File: config.mk
export PLATFORM = sky130hd
export DESIGN_NAME = test_flat
export DESIGN_NICKNAME = d
export VERILOG_FILES = /design/src/rtl/test_pkg.sv /design/src/rtl/test_if.sv /design/src/rtl/test_rr_arbiter.sv /design/src/rtl/test.sv /design/src/flat_wrapper.sv
export SDC_FILE = /design/constraint.sdc
export NUM_CORES = 1
export LEC_CHECK = 0
export CAP_MARGIN = 10
export CORE_MARGIN = 5
export CORE_UTILIZATION = 43
export CTS_CLUSTER_DIAMETER = 50
export DETAILED_ROUTE_END_ITERATION = 8
export PLACE_DENSITY = 0.84
export SYNTH_ARGS = -nofsm -noshare
export SYNTH_HDL_FRONTEND = slang
export SYNTH_SLANG_ARGS = --single-unit
File: constraint.sdc
create_clock -name clk -period 4.5 [get_ports clk]
set_clock_uncertainty 0.2 [all_clocks]
set_input_delay 1.125 -clock clk [delete_from_list [all_inputs] [get_ports clk]]
set_output_delay 1.125 -clock clk [all_outputs]
set_load 0.02 [all_outputs]
File: src/rtl/test_pkg.sv
// Shared definitions for the packet router: FSM states, the default
// broadcast destination ID and the width of the destination field.
package test_pkg;

    typedef enum logic [1:0] {
        ST_IDLE = 2'd0,
        ST_POP  = 2'd1,
        ST_PUSH = 2'd2
    } state_t;

    localparam int          DEST_W   = 8;
    localparam logic [7:0]  BCAST_ID = 8'hFF;

endpackage

File: src/rtl/test_if.sv
// Device-side bus of the router.
// pndng/D_pop : per-device "packet pending" flags and FWFT head packets
// pop         : per-device dequeue pulse
// push/D_push : per-device delivery pulse and delivered packet
// master = device side, slave = router side.
interface test_if #(
    parameter int devices = 4,
    parameter int width   = 16
);
    logic [devices-1:0]       pndng;
    logic [devices*width-1:0] D_pop;
    logic [devices-1:0]       pop;
    logic [devices-1:0]       push;
    logic [devices*width-1:0] D_push;

    modport master (
        output pndng, D_pop,
        input  pop, push, D_push
    );

    modport slave (
        input  pndng, D_pop,
        output pop, push, D_push
    );
endinterface

File: src/rtl/test_rr_arbiter.sv
// Combinational round-robin selector.
// i_req : request vector, i_ptr : index with highest priority
// o_sel : first requesting index at or after i_ptr (mod N), o_valid : any request
module rr_arbiter #(
    parameter int N = 4,
    localparam int PW = $clog2(N)
) (
    input  logic [N-1:0]  i_req,
    input  logic [PW-1:0] i_ptr,
    output logic [PW-1:0] o_sel,
    output logic          o_valid
);
    int w_idx;

    // Scan from the farthest offset down to offset 0 so that the
    // nearest requester at or after the pointer is the last one written.
    always_comb begin
        o_sel   = '0;
        o_valid = 1'b0;
        w_idx   = 0;
        for (int k = N - 1; k >= 0; k--) begin
            w_idx = (int'(i_ptr) + k) % N;
            if (i_req[w_idx[PW-1:0]]) begin
                o_sel   = w_idx[PW-1:0];
                o_valid = 1'b1;
            end
        end
    end
endmodule

File: src/rtl/test.sv
// Round-robin packet router: pops one packet from a pending device,
// then pushes it to the device(s) named by its destination ID.
// clk, reset (async, active-high), bus (test_if.slave: pndng, D_pop in;
// pop, push, D_push out). All bus outputs are registered.
module test
    import test_pkg::*;
#(
    parameter int         devices   = 4,
    parameter int         width     = 16,
    parameter logic [7:0] broadcast = BCAST_ID
) (
    input  logic   clk,
    input  logic   reset,
    test_if.slave  bus
);
    localparam int PW = $clog2(devices);

    state_t                   r_state, w_state_n;
    logic [devices-1:0]       r_pop, w_pop_n;
    logic [devices-1:0]       r_push, w_push_n;
    logic [devices*width-1:0] r_dpush, w_dpush_n;
    logic [width-1:0]         r_buf, w_buf_n;
    logic [PW-1:0]            r_src, w_src_n;
    logic [PW-1:0]            r_ptr, w_ptr_n;
    logic [PW-1:0]            w_sel;
    logic                     w_valid;

    rr_arbiter #(.N(devices)) u_arb (
        .i_req   (bus.pndng),
        .i_ptr   (r_ptr),
        .o_sel   (w_sel),
        .o_valid (w_valid)
    );

    // Out-of-range destinations and self-addressed packets give an
    // empty mask, so the packet is silently dropped.
    function automatic logic [devices-1:0] target_mask(
        input logic [DEST_W-1:0] dest,
        input logic [PW-1:0]     src
    );
        logic [devices-1:0] m;
        m = '0;
        if (dest == broadcast) begin
            m      = '1;
            m[src] = 1'b0;
        end else if (int'(dest) < devices && dest != DEST_W'(src)) begin
            m[dest[PW-1:0]] = 1'b1;
        end
        return m;
    endfunction

    always_ff @(posedge clk or posedge reset) begin
        if (reset) begin
            r_state <= ST_IDLE;
            r_pop   <= '0;
            r_push  <= '0;
            r_dpush <= '0;
            r_buf   <= '0;
            r_src   <= '0;
            r_ptr   <= '0;
        end else begin
            r_state <= w_state_n;
            r_pop   <= w_pop_n;
            r_push  <= w_push_n;
            r_dpush <= w_dpush_n;
            r_buf   <= w_buf_n;
            r_src   <= w_src_n;
            r_ptr   <= w_ptr_n;
        end
    end

    always_comb begin
        w_state_n = r_state;
        w_pop_n   = '0;
        w_push_n  = '0;
        w_dpush_n = r_dpush;
        w_buf_n   = r_buf;
        w_src_n   = r_src;
        w_ptr_n   = r_ptr;
        unique case (r_state)
            ST_IDLE: begin
                if (w_valid) begin
                    w_buf_n        = bus.D_pop[int'(w_sel)*width +: width];
                    w_src_n        = w_sel;
                    w_pop_n[w_sel] = 1'b1;
                    w_state_n      = ST_POP;
                end
            end
            ST_POP: begin
                w_push_n  = target_mask(r_buf[width-1 -: DEST_W], r_src);
                w_dpush_n = {devices{r_buf}};
                w_state_n = ST_PUSH;
            end
            ST_PUSH: begin
                if (r_src == PW'(devices - 1))
                    w_ptr_n = '0;
                else
                    w_ptr_n = r_src + PW'(1);
                w_state_n = ST_IDLE;
            end
            default: begin
                w_state_n = ST_IDLE;
            end
        endcase
    end

    assign bus.pop    = r_pop;
    assign bus.push   = r_push;
    assign bus.D_push = r_dpush;
endmodule

File: src/flat_wrapper.sv
// flat-port wrapper written by rule: the top's interface ports become plain ports
module test_flat import test_pkg::*;
#(
    parameter int         devices   = 4,
    parameter int         width     = 16,
    parameter logic [7:0] broadcast = BCAST_ID
)
  (clk, reset, bus_pndng, bus_D_pop, bus_pop, bus_push, bus_D_push);
  test_if #(.devices(devices), .width(width)) bus_i ();
  input  logic clk;
  input  logic reset;
  input wire logic [$bits(bus_i.pndng)-1:0] bus_pndng;
  input wire logic [$bits(bus_i.D_pop)-1:0] bus_D_pop;
  output wire logic [$bits(bus_i.pop)-1:0] bus_pop;
  output wire logic [$bits(bus_i.push)-1:0] bus_push;
  output wire logic [$bits(bus_i.D_push)-1:0] bus_D_push;
  assign bus_i.pndng = bus_pndng;
  assign bus_i.D_pop = bus_D_pop;
  assign bus_pop = bus_i.pop;
  assign bus_push = bus_i.push;
  assign bus_D_push = bus_i.D_push;
  test #(.devices(devices), .width(width), .broadcast(broadcast)) u_core (.clk(clk), .reset(reset), .bus(bus_i));
endmodule
* Word-level counts from Yosys, hierarchy flattened *
Index checks and enable logic that the tools add are counted.

word-level totals
  flip-flop bits (word level) = 94
  output and inout port bits = 72
  input bits = 70
  logic and storage cells = 66

cells by class
  equality and inequality tests = 6
  bitwise gates (word level) = 1
  reductions and logical operators = 6
  $add $sub $neg = 4
  magnitude comparators = 11
  shifts and indexed selects = 1
  mux-type cells = 30

operator list
  operator             count
  $shiftx 64x7->16     1
  $lt 2x3->1 const B   7
  $mux 4               5
  $mux 2               6
  $mux 1               11
  $bmux 1 s2           4
  $eq 8x8->1 const B   1
  $lt 8x3->1 const B   1
  $ne 8x2->1           1
  $demux 1 s2          3
  $ge 2x1->1 const B   3
  $add 2x1->2 const B  2
  $add 2x2->2 const B  2
  $eq 2x2->1 const B   2
  $logic_and 1x1->1    4
  $not 4->4            1
  $pmux 2 s2           1
  $eq 2x1->1 const B   1
  $logic_not 2->1      1
  $ne 2x2->1 const B   1
  $reduce_and 2->1     1

* Depth between registers and ports, before layout *
  word-level depth = 13
  gate-level depth with buffers = 7

* Hierarchy *
From an unflattened synthesis, not the netlist that was laid out.

unflattened totals
  cell total of the unflattened synthesis = 240
  area total of the unflattened synthesis = 2713.9 µm²

by module, submodules not included
  module      cells an instance  area an instance (µm²)  times used
  test        227                2636.3                  1
  rr_arbiter  13                 77.6                    1

* Worst setup path before layout *
OpenSTA, ideal clock, no wires.

  kind = input -> register
  start = input bus_pndng[1]
  end = register u_core.r_buf[0]
  stages = 7
  data arrival time = 2.090 ns
  slack = 2.072 ns
  library setup time = 0.138 ns
  cell sequence = nand2b_1 -> a21o_1 -> o211ai_2 -> buf_8 -> buf_6 -> mux2i_1 -> o221ai_1

on the way
  cells in the longest elaborated chain, start to end = 7

RTL lines
  item                                                  line                   text
  start: declaration                                    flat_wrapper.sv:12     input wire logic [$bits(bus_i.pndng)-1:0] bus_pndng;
  $bmux 1 s2                                            test_rr_arbiter.sv:23  if (i_req[w_idx[PW-1:0]]) begin
  $mux 1 (implied by the code)                          test_rr_arbiter.sv:23
  $mux 2 or $mux 1 (tied branches) (4 in series)        test_rr_arbiter.sv:23
  $shiftx 64x7->16 or $reduce_and 2->1 (tied branches)  n/a
  end signal: assignment                                test.sv:66             r_buf <= w_buf_n;
  end: declaration                                      test.sv:22             logic [width-1:0] r_buf, w_buf_n;

Several ways; a longest one is shown, not always the timed one. The select of a mux whose other input is x is not followed.
A chain may end at the register's enable or synchronous reset.

* Worst setup path in the final report *
  start = input bus_pndng[2]
  end = register u_core.r_buf[10]

Same word-level chain as after synthesis.

==> impl_metrics.ini <==
[finish]
final_layout_size_suffix_gt1_share_pct = 4.42
finalNetCount = 436
layout_common_cells = clkdlybuf4s50_1, nand2_1, dfrtp_1, mux2i_1, o221ai_1
n_antenna_cell = 0
final_common_cell = clkdlybuf4s50_1
nFillCells = 535
syn_to_final_growth_pct = 41.8

[setup_path]
crit_chain = clkdlybuf4s50_1, nor2b_2, o21ai_1, o211ai_4, buf_4, mux2i_1, o221ai_1
cp-startpoint = bus_pndng[2]
arrival_ns = 3.13
slowest_stage = clkdlybuf4s50_1
rr_startpoint = u_core.r_ptr[0]
r2r_slack_ns = 2.25
cp_max_fo = 22
critPathKind = in -> reg
rr_worst_depth = 6
cp-start-kind = input port
reg2reg_to = u_core.r_buf[10]
cp.required_ns = 4.45
crit_family = buffers and inverters
crit_end = u_core.r_buf[10]
critical_path.max_stage_delay_ns = 0.49
cp-end-kind = flip-flop
cp.depth = 7
crit_buf_inv = 2

[placement]
portBuffers = 141
place_congestion = 0.827
dpl.hpwl_microns = 5130

[yosys]
syn_avg_cell_area_sq_um = 9.92
synth_fa_ha_area_share_pct = 1.85
synth_xor_area_share_pct = 0.647
synth_edf_count = 0
synthesis.area_sq_um = 2710
synth_compound_area_share_pct = 9.61
synth.distinct_cells = 38
synthSimpleGateAreaFrac_pct = 14.6
yosysSeqAreaShare_pct = 42.5
synth_cells = 273
syn_nets = 347
synth.area.mux_share_pct = 12.2
yosys_warnings = 0
synth-seq-cells = 46
synth_ff_type = dfrtp_1
synth_top_family_by_area = buffers and inverters
synthArstFlopShare_pct = 100

[floorplanning]
design.core.area_sq_um = 6240
num_rows = 29
start_util_pct = 43.4
fp.dieW_microns = 89.4
io_pins = 142
die_h_microns = 89.4
dieArea_sq_um = 7980

[cts]
clock-sinks = 46
cts_buffers = 5
cts_tree = built
clockRootBuffer = clkbuf_8
worstSkewPairLatency_ns = 0.29
clock_tree.buffer_depth = 2
ctsResizeCount = 0
cts.htree.levels = 2
ctsHoldBuffers = 0
cts.clk_slew.worst_paths_ns = 0.08
cts_setup_buffers = 0

[routing]
antenna_left = 0
vias_per_cell = 5.00
drt_iter0_drc = 104
wl_microns = 6480
drc = 0
vias = 2194
wire_per_inst_microns = 14.8
dr.pass1.iters = 4

[sta]
period_needed_ns = 3.17
slew_violations = 0
worstMarginPinSlew_ns = 0.906
setup_viol = 0
setup_total_negative_slack_ns = 0
rsz0062_at_grt = false
maxSlewHeadroom_pct = 39.5
fmax_mhz = 315
hold_ws_ns = 0.272
report.final.hold_viol_count = 0
fin_crit_sh_pct = 70.6

[pwr]
p_comb_share_pct = 61.1
power_frac_clock_pct = 9.0
p_seq_share_pct = 29.9
peakVddDrop_mv = 0.363
p_sw_mw = 1.15
intPower_mw = 1.44
power_density_nw_per_um2 = 676
swShare_pct = 44.5
leakage_nw = 1.73

[global_route]
grt_max_degree = 47
antenna_found_initial = 0
grt_usage_pct = 15.7
grt_pass1_vias = 2106
grt_overflow = 0
grt_pass1_wl_microns = 9810

[min_path]
min_path_cells = 2
hp-class = reg -> reg

[status]
status = finished, final reports clean

[job]
maxCapViolations = 0
## power groups by stage
stage / clock network [mW] / logic (mW) / registers [mW]
floorplan: 0 / 1.14 / 0.825
global placement: 0 / 1.57 / 0.774
detailed placement: 0 / 1.59 / 0.786
CTS: 0.239 / 1.60 / 0.778
global route: 0.255 / 1.71 / 0.808
finish: 0.233 / 1.58 / 0.777
## synthesized netlist by cell type, types with 2 or more instances
cell	instances	area, sq um
a21oi_1	2	10.0
and3_1	2	12.5
buf_12	2	40.0
buf_4	48	360
buf_6	3	33.8
clkbuf_1	4	15.0
dfrtp_1	46	1150
ha_1	4	50.1
inv_1	5	18.8
mux2i_1	32	320
nand2_1	66	248
nand2b_1	4	25.0
nor2_1	7	26.3
nor2b_1	2	12.5
nor3_1	2	10.0
nor4_1	2	12.5
o21ai_0	3	15.0
o221ai_1	16	140
o32a_1	3	30.0
xor2_1	2	17.5
## logic make-up after synthesis
logic type,after synthesis
multiplexers,33
adder cells (fa/ha/maj),4
XOR/XNOR,2
buffers and inverters,66
AND/OR/NAND/NOR,91
AO/OA/AOI/OAI,31
flip-flops,46
## metrics by stage
stage                     power [mW]  instances  worst slack, ns  utilization, %  area (sq um)
after CTS                       2.62        439             1.30            61.5          3840
after floorplan                 1.96        273             2.07               -          2710
after global routing            2.77        439             1.19            61.5          3840
after global placement          2.34        432             1.09            60.2          3760
after detailed placement        2.38        432             1.02            60.2          3760
final                           2.59        439             1.33            61.5          3840
## registers in the layout (all words and copies together), names as in the netlist
register	cells
u_core.r_ptr	2
u_core.bus.push	4
u_core.bus.D_push	16
u_core.r_src	2
u_core.r_buf	16
u_core.r_state	2
u_core.bus.pop	4
## layer usage
metal | vias to the layer above | wire length [microns] | GRT usage [%]
met5 | - | 0 | 0
met4 | 0 | 93 | 5.68
met3 | 7 | 654 | 2.40
met2 | 107 | 3220 | 27.1
met1 | 1021 | 2510 | 20.0
li1 | 1059 | - | -
## worst min-delay path: stages (launching register included)
cell     delay, ns
dfrtp_1       0.35
nand2_1       0.05
nand2_1       0.05
## worst min-delay path by stage
| stage | startpoint | endpoint | slack (ns) |
|---|---|---|---|
| after floorplan | u_core.r_buf[0] | u_core.bus.D_push[48] | 0.24 |
| after global placement | u_core.r_buf[2] | u_core.bus.D_push[50] | 0.24 |
| after detailed placement | u_core.r_buf[5] | u_core.bus.D_push[53] | 0.25 |
| after CTS | u_core.r_buf[5] | u_core.bus.D_push[53] | 0.27 |
| after global routing | u_core.r_buf[5] | u_core.bus.D_push[53] | 0.29 |
| final | u_core.r_buf[5] | u_core.bus.D_push[53] | 0.27 |
## cell type report
type	instances	area (sq um)	area share, %
timing repair buffer	142	1420	37.0
sequential	46	1150	30.0
clock buffer	6	72.6	1.89
multi-input combinational	161	1060	27.7
clock inverter	1	7.51	0.196
inverter	6	27.5	0.717
tap	77	96.3	2.51
Power figures use the tool's default switching activity.
